--- config.mk ---
export PLATFORM = sky130hd
export DESIGN_NAME = if_fetch_unit
export DESIGN_NICKNAME = d
export VERILOG_FILES = /design/src/rtl/if_fetch_unit.sv
export SDC_FILE = /design/constraint.sdc
export NUM_CORES = 1
export LEC_CHECK = 0
export CORE_MARGIN = 2
export CORE_UTILIZATION = 46
export CTS_CLUSTER_DIAMETER = 40
export CTS_CLUSTER_SIZE = 25
export DETAILED_ROUTE_END_ITERATION = 12
export GPL_TIMING_DRIVEN = 0
export MAX_ROUTING_LAYER = met4
export PLACE_DENSITY_LB_ADDON = 0.25
export SLEW_MARGIN = 20
export SYNTH_ARGS = -nofsm -noshare
export SYNTH_HDL_FRONTEND = slang
export SYNTH_SLANG_ARGS = --single-unit
--- constraint.sdc ---
create_clock -name clock -period 2.5 [get_ports clock]
set_input_delay 0.25 -clock clock [delete_from_list [all_inputs] [get_ports clock]]
set_output_delay 0.25 -clock clock [all_outputs]
set_load 0.02 [all_outputs]
--- src/rtl/if_fetch_unit.sv ---
// if_fetch_unit -- Instruction Fetch stage of the XUM MIPS32 pipeline.
// Owns the program counter, runs the request/ready handshake to instruction
// memory and offers one instruction at a time to the IF/ID register.
// Optional build macro: IF_FETCH_BYPASS_EN -- when defined, a returning word is
// offered in its own Ready cycle, so zero-wait memory sustains one fetch per
// cycle. When undefined, every word is first registered into the hold register.

module if_fetch_unit #(
  parameter logic [31:0] RESET_PC = 32'hBFC0_0000
) (
  input  logic        clock,
  input  logic        reset,
  input  logic        ID_Stall,
  input  logic        ID_IsBranch,
  input  logic        PC_Redirect,
  input  logic [31:0] Redirect_Target,
  input  logic        Exc_Redirect,
  input  logic [31:0] Exc_Target,
  output logic        InstMem_Read,
  output logic [29:0] InstMem_Address,
  input  logic        InstMem_Ready,
  input  logic [31:0] InstMem_In,
  output logic [31:0] IF_Instruction,
  output logic [31:0] IF_PC,
  output logic [31:0] IF_PCAdd4,
  output logic        IF_IsBDS,
  output logic        IF_Stall
);

  // BOOT: idle after reset; REQ: request outstanding; HOLD: word captured and
  // waiting for ID; DISCARD: request outstanding whose data must be dropped.
  typedef enum logic [1:0] {
    ST_BOOT    = 2'd0,
    ST_REQ     = 2'd1,
    ST_HOLD    = 2'd2,
    ST_DISCARD = 2'd3
  } fetch_state_t;

  // The two low PC bits are never meaningful for word fetches.
  localparam logic [31:0] RESET_PC_ALIGNED = RESET_PC & 32'hFFFF_FFFC;

  fetch_state_t r_state;
  fetch_state_t w_stateNext;

  logic [31:0] r_pc;
  logic [31:0] w_pcNext;
  logic        r_pending;
  logic        w_pendingNext;
  logic [31:0] r_pendTarget;
  logic [31:0] w_pendTargetNext;
  logic        r_excSeen;
  logic        w_excSeenNext;
  logic [31:0] r_holdInstr;
  logic [31:0] w_holdInstrNext;
  logic [29:0] r_reqAddr;
  logic        w_newRequest;

  logic        w_bypassHit;
  logic        w_offer;
  logic [31:0] w_offerInstr;
  logic        w_handoff;
  logic [31:0] w_pcPlus4;
  logic        w_redirPending;
  logic [31:0] w_redirTarget;
  logic [31:0] w_excPc;

`ifdef IF_FETCH_BYPASS_EN
  assign w_bypassHit = (r_state == ST_REQ) && InstMem_Ready;
`else
  assign w_bypassHit = 1'b0;
`endif

  // An instruction is offered from the hold register, or straight from memory
  // in bypass builds; an exception in the same cycle suppresses any offer.
  assign w_offer      = !Exc_Redirect && ((r_state == ST_HOLD) || w_bypassHit);
  assign w_offerInstr = (r_state == ST_HOLD) ? r_holdInstr : InstMem_In;
  assign w_handoff    = w_offer && !ID_Stall;
  assign w_pcPlus4    = r_pc + 32'd4;
  assign w_excPc      = Exc_Target & 32'hFFFF_FFFC;

  // A redirect arriving in the very cycle its delay slot is handed off must
  // still steer the next fetch, so the live request is merged with the
  // remembered one before choosing the next PC.
  assign w_redirPending = r_pending || PC_Redirect;
  assign w_redirTarget  = PC_Redirect ? Redirect_Target : r_pendTarget;

  // Next-state logic: exceptions win outright, otherwise redirect bookkeeping,
  // handoff PC advance and the per-state handshake progression.
  always_comb begin
    w_stateNext      = r_state;
    w_pcNext         = r_pc;
    w_pendingNext    = r_pending;
    w_pendTargetNext = r_pendTarget;
    w_excSeenNext    = r_excSeen;
    w_holdInstrNext  = r_holdInstr;
    w_newRequest     = 1'b0;

    if (Exc_Redirect) begin
      w_pcNext        = w_excPc;
      w_pendingNext   = 1'b0;
      w_excSeenNext   = 1'b1;
      w_holdInstrNext = 32'd0;
      if (((r_state == ST_REQ) || (r_state == ST_DISCARD)) && !InstMem_Ready) begin
        w_stateNext = ST_DISCARD;
      end else begin
        w_stateNext  = ST_REQ;
        w_newRequest = 1'b1;
      end
    end else begin
      if (PC_Redirect) begin
        w_pendingNext    = 1'b1;
        w_pendTargetNext = Redirect_Target;
      end

      if (w_handoff) begin
        w_pcNext      = w_redirPending ? w_redirTarget : w_pcPlus4;
        w_pendingNext = 1'b0;
        w_excSeenNext = 1'b0;
      end

      case (r_state)
        ST_BOOT: begin
          w_stateNext  = ST_REQ;
          w_newRequest = 1'b1;
        end
        ST_REQ: begin
          if (InstMem_Ready) begin
            if (w_handoff) begin
              w_stateNext  = ST_REQ;
              w_newRequest = 1'b1;
            end else begin
              w_holdInstrNext = InstMem_In;
              w_stateNext     = ST_HOLD;
            end
          end
        end
        ST_HOLD: begin
          if (w_handoff) begin
            w_stateNext  = ST_REQ;
            w_newRequest = 1'b1;
          end
        end
        ST_DISCARD: begin
          if (InstMem_Ready) begin
            w_stateNext  = ST_REQ;
            w_newRequest = 1'b1;
          end
        end
        default: begin
          w_stateNext = ST_BOOT;
        end
      endcase
    end
  end

  // State and datapath registers; an abandoned request keeps its address so
  // the memory sees a stable address until its single Ready comes back.
  always_ff @(posedge clock or negedge reset) begin
    if (!reset) begin
      r_state      <= ST_BOOT;
      r_pc         <= RESET_PC_ALIGNED;
      r_pending    <= 1'b0;
      r_pendTarget <= 32'd0;
      r_excSeen    <= 1'b0;
      r_holdInstr  <= 32'd0;
      r_reqAddr    <= RESET_PC_ALIGNED[31:2];
    end else begin
      r_state      <= w_stateNext;
      r_pc         <= w_pcNext;
      r_pending    <= w_pendingNext;
      r_pendTarget <= w_pendTargetNext;
      r_excSeen    <= w_excSeenNext;
      r_holdInstr  <= w_holdInstrNext;
      if (w_newRequest) begin
        r_reqAddr <= w_pcNext[31:2];
      end
    end
  end

  assign InstMem_Read    = (r_state == ST_REQ) || (r_state == ST_DISCARD);
  assign InstMem_Address = r_reqAddr;
  assign IF_Instruction  = w_offer ? w_offerInstr : 32'd0;
  assign IF_PC           = r_pc;
  assign IF_PCAdd4       = w_pcPlus4;
  assign IF_IsBDS        = ID_IsBranch && !r_excSeen;
  assign IF_Stall        = !w_offer;

endmodule
==> metrics.md <==
| Metric | Value |
|---|---|
| All-Layer GR Usage | 30.5% |
| I/O pins | 232 |
| Status | complete, no violations |
| Initial DRC Count | 604 |
| Adder-cell share of the synthesized area | 0.190% |
| Worst Skew | 0.00559 ns |
| CTS tree | built |
| Setup slack, reg-to-reg | 0.18 ns |
| Global-route met2 utilization | 47.9% |
| Area after DPL | 9120 um2 |
| Switching power share of the total | 29.7% |
| Max_slew headroom | 50.0% |
| Core area | 13,900 um2 |
| Post-synthesis cell count | 600 |
| PD cells | 694 nW/um2 |
| Compound-Gate Fraction of Synth Area | 18.1% |
| Max Cap Violations | 0 |
| Period minus WS final | 2.46 ns |
| Post-layout net count | 999 |
| Setup violators final | 0 |
| Detailed placement HPWL | 15.2 mm |
| Clk pin slew, worst setup/hold paths | 0.05 ns |
| Antenna violations before repair | 0 |
| Seq pwr share | 38.1% |
| First-pass GRT wire length | 33.9 mm |
| Critical Path Sink Type | output port |
| RSZ-0062 raised after global routing | true |
| CTS root buf | clkbuf_16 |
| Worst Max-Slew Pin Slew | 0.750 ns |
| Fin area | 10,300 um2 |
| GR Util met1 | 37.2% |
| Fmax | 406 MHz |
| #FFs+latches synth | 130 |
| Dpl ws | -0.268 ns |
| Max Slew Vio Count | 0 |
| Antenna fix cells | 0 |
| Share of cells above drive strength 1 | 26.9% |
| Post-Syn Area | 6580 um2 |
| Syn_nets | 704 |
| Clock Power Share | 34.6% |
| Placed insts | 1,009 |
| Die H | 124 um |
| Fin crit share | 98.4% |
| Synth cell types | 61 |
| Drt via density | 5.88 |
| Post-route ant nets | 0 |
| H-tree levels | 4 |
| CTS sink cnt | 130 |
| Grt met3 use | 7.10% |
| Post-Synth Simple-Gate Area | 14.3% |
| Pin count of the biggest net entering global routing | 100 |
| Setup_tns | 0 ns |
| LEAKAGE | 4.64 nW |
| Post-route DRC | 0 |
| GPL Wtd Cong | 0.910 |
| Internal power | 5.03 mW |
| Worst skew pair latency | 0.41 ns |
| Final WS setup | 0.0389 ns |
| Non-Filler Instances | 1,088 |
| Grt ovf | 0 |
| CP max FO | 5 |
| Largest family of logic cells by synthesized area | compound AO/OA/AOI/OAI gates |
| Fraction of synthesized area in multiplexers | 9.57% |
| Final wirelength | 22.7 mm |
| Required @ worst endpoint | 2.25 ns |
| Commonest non-fill, non-tap cells in the layout | 179 x clkdlybuf4s50_1, 93 x dfrtp_1, 55 x mux2_2 |
| Initial Util | 47.2% |
| FFs w/ async S/R, synth | 100% |
| EDFF count, synth | 0 |
| Critical path's largest stage delay | 0.42 ns |
| Row count | 43 |
| CTS Buf Count | 17 |
| Worst VDD drop | 0.463 mV |
| Clock buffer depth | 2 |
| Hold Worst Slack | 0.276 ns |
| Commonest non-fill, non-tap cell in the layout | clkdlybuf4s50_1 |
| Hold Path Class | input pin to async pin |
| Final hold vios | 0 |
| Die area | 15,300 um2 |
| Most used routing layer | met2 |
| Fillers | 932 |
| Worst-path cell chain | nand3_4 -> nor4_4 -> buf_4 -> nand3_1 -> xor2_2 -> inv_1 -> clkdlybuf4s15_1 |
| Die W | 124 um |
| Tot Pwr | 7.15 mW |
| Vias in the first global route | 6,429 |
| IO buf count | 228 |
| Post-synth top flop | dfrtp_1 |
| Post-synthesis sequential area ratio | 49.8% |
| Cell at the slowest stage of the critical path | dfrtp_2 |
| Total number of vias | 6,392 |
| Nature of the critical path startpoint | register |
| XOR/XNOR Fraction of Synth Area | 3.59% |
| Crit Path Class | register to output port |
| P_sw | 2.12 mW |
| Arrival time at the worst endpoint | 2.21 ns |
| Synthesized area per cell | 11.0 um2 |
| Finished Core Util | 73.9% |
| Logic pwr share | 27.4% |
| Layout overhead on the synthesized area | 56.6% |
| Synth warn | 0 |
| DRT Pass-1 Iters | 8 |
| Avg WL per Cell | 20.8 um |
==> final timing paths <==
check,startpoint,endpoint,depth (start not counted)
max in group asynchronous,reset,IF_PC[10]$_DFF_PN0_,3
worst min register to register,InstMem_Address[0]$_DFFE_PN0P_,InstMem_Address[0]$_DFFE_PN0P_,2
worst min-delay path,reset,r_holdInstr[10]$_DFFE_PN0P_,2
worst max-delay path,IF_PC[15]$_DFF_PN0_,IF_PCAdd4[27],7
min in group clock,Exc_Redirect,IF_PC[19]$_DFF_PN0_,5
worst max register to register,r_state[0]$_DFFE_PN0P_,IF_PC[23]$_DFF_PN1_,6
==> layout make-up <==
| cell class | count | area (um2) | area share, % |
|---|---|---|---|
| multi-input combinational | 407 | 3210 | 31.2 |
| timing repair buffer | 277 | 2650 | 25.7 |
| clock buffer | 26 | 509 | 4.94 |
| clock inverter | 6 | 80.1 | 0.777 |
| sequential | 130 | 3300 | 32.0 |
| tap | 180 | 225 | 2.19 |
| inverter | 17 | 63.8 | 0.620 |
| buffer | 45 | 259 | 2.51 |
==> worst max-delay path, delay by kind of cell, from the launching register on <==
| kind | cells | cell delay, ns |
|---|---|---|
| XOR/XNOR | 1 | 0.22 |
| buffers and inverters | 3 | 0.55 |
| flip-flops | 1 | 0.42 |
| AND/OR/NAND/NOR | 3 | 0.62 |
==> power by group through the flow <==
stage	Combinational [mW]	Sequential (mW)	Clock [mW]
2_1_floorplan	0.721	2.89	0
3_3_place_gp	1.81	2.72	0
3_5_place_dp	1.85	2.73	0
4_1_cts	1.91	2.71	2.49
5_1_grt	2.07	2.75	2.57
6_report	1.96	2.72	2.47
==> state kept, by name, indices dropped and copies added (netlist names) <==
name             flops
r_excSeen            1
r_state              2
IF_PC               32
r_pending            1
r_pendTarget        32
InstMem_Address     30
r_holdInstr         32
==> routing by layer <==
layer	up-vias	wire [um]
li1	2811	-
met1	3071	8830
met2	435	10800
met3	75	2130
met4	0	915
met5	-	0
==> synth_stat cells (5+ instances only) <==
library cell | instances | area [um2]
dfrtp_1 | 112 | 2800
mux2_2 | 55 | 619
nand2_1 | 36 | 135
a22o_1 | 33 | 289
and2_1 | 32 | 200
nor2_1 | 28 | 105
o21ai_0 | 25 | 125
clkbuf_1 | 23 | 86.3
dfstp_2 | 18 | 473
inv_1 | 17 | 63.8
xor2_1 | 17 | 149
a222oi_1 | 16 | 160
buf_2 | 16 | 80.1
nand3_1 | 16 | 80.1
a221o_1 | 14 | 140
nand4_1 | 10 | 62.6
o21a_1 | 10 | 75.1
xnor2_1 | 10 | 87.6
a21oi_1 | 8 | 40.0
o22ai_1 | 8 | 50.1
nor3_1 | 6 | 30.0
o221ai_1 | 6 | 52.6
a31oi_1 | 5 | 31.3
and4_1 | 5 | 43.8
nor2b_1 | 5 | 31.3
o22a_1 | 5 | 43.8
==> kinds of logic after synthesis <==
logic type               after synthesis
AND/OR/NAND/NOR                      170
AO/OA/AOI/OAI                        153
flip-flops                           130
buffers and inverters                 63
multiplexers                          56
XOR/XNOR                              27
adder cells (fa/ha/maj)                1
==> timing repair <==
item	4_1_cts	5_1_grt
setup endpoints to repair	57	36
pin swaps	11	13
hold endpoints to repair	31	0
resized for setup	100	46
gates cloned	1	0
hold buffers	1	0
setup buffers	31	15
(Power assumes the default switching activity.)
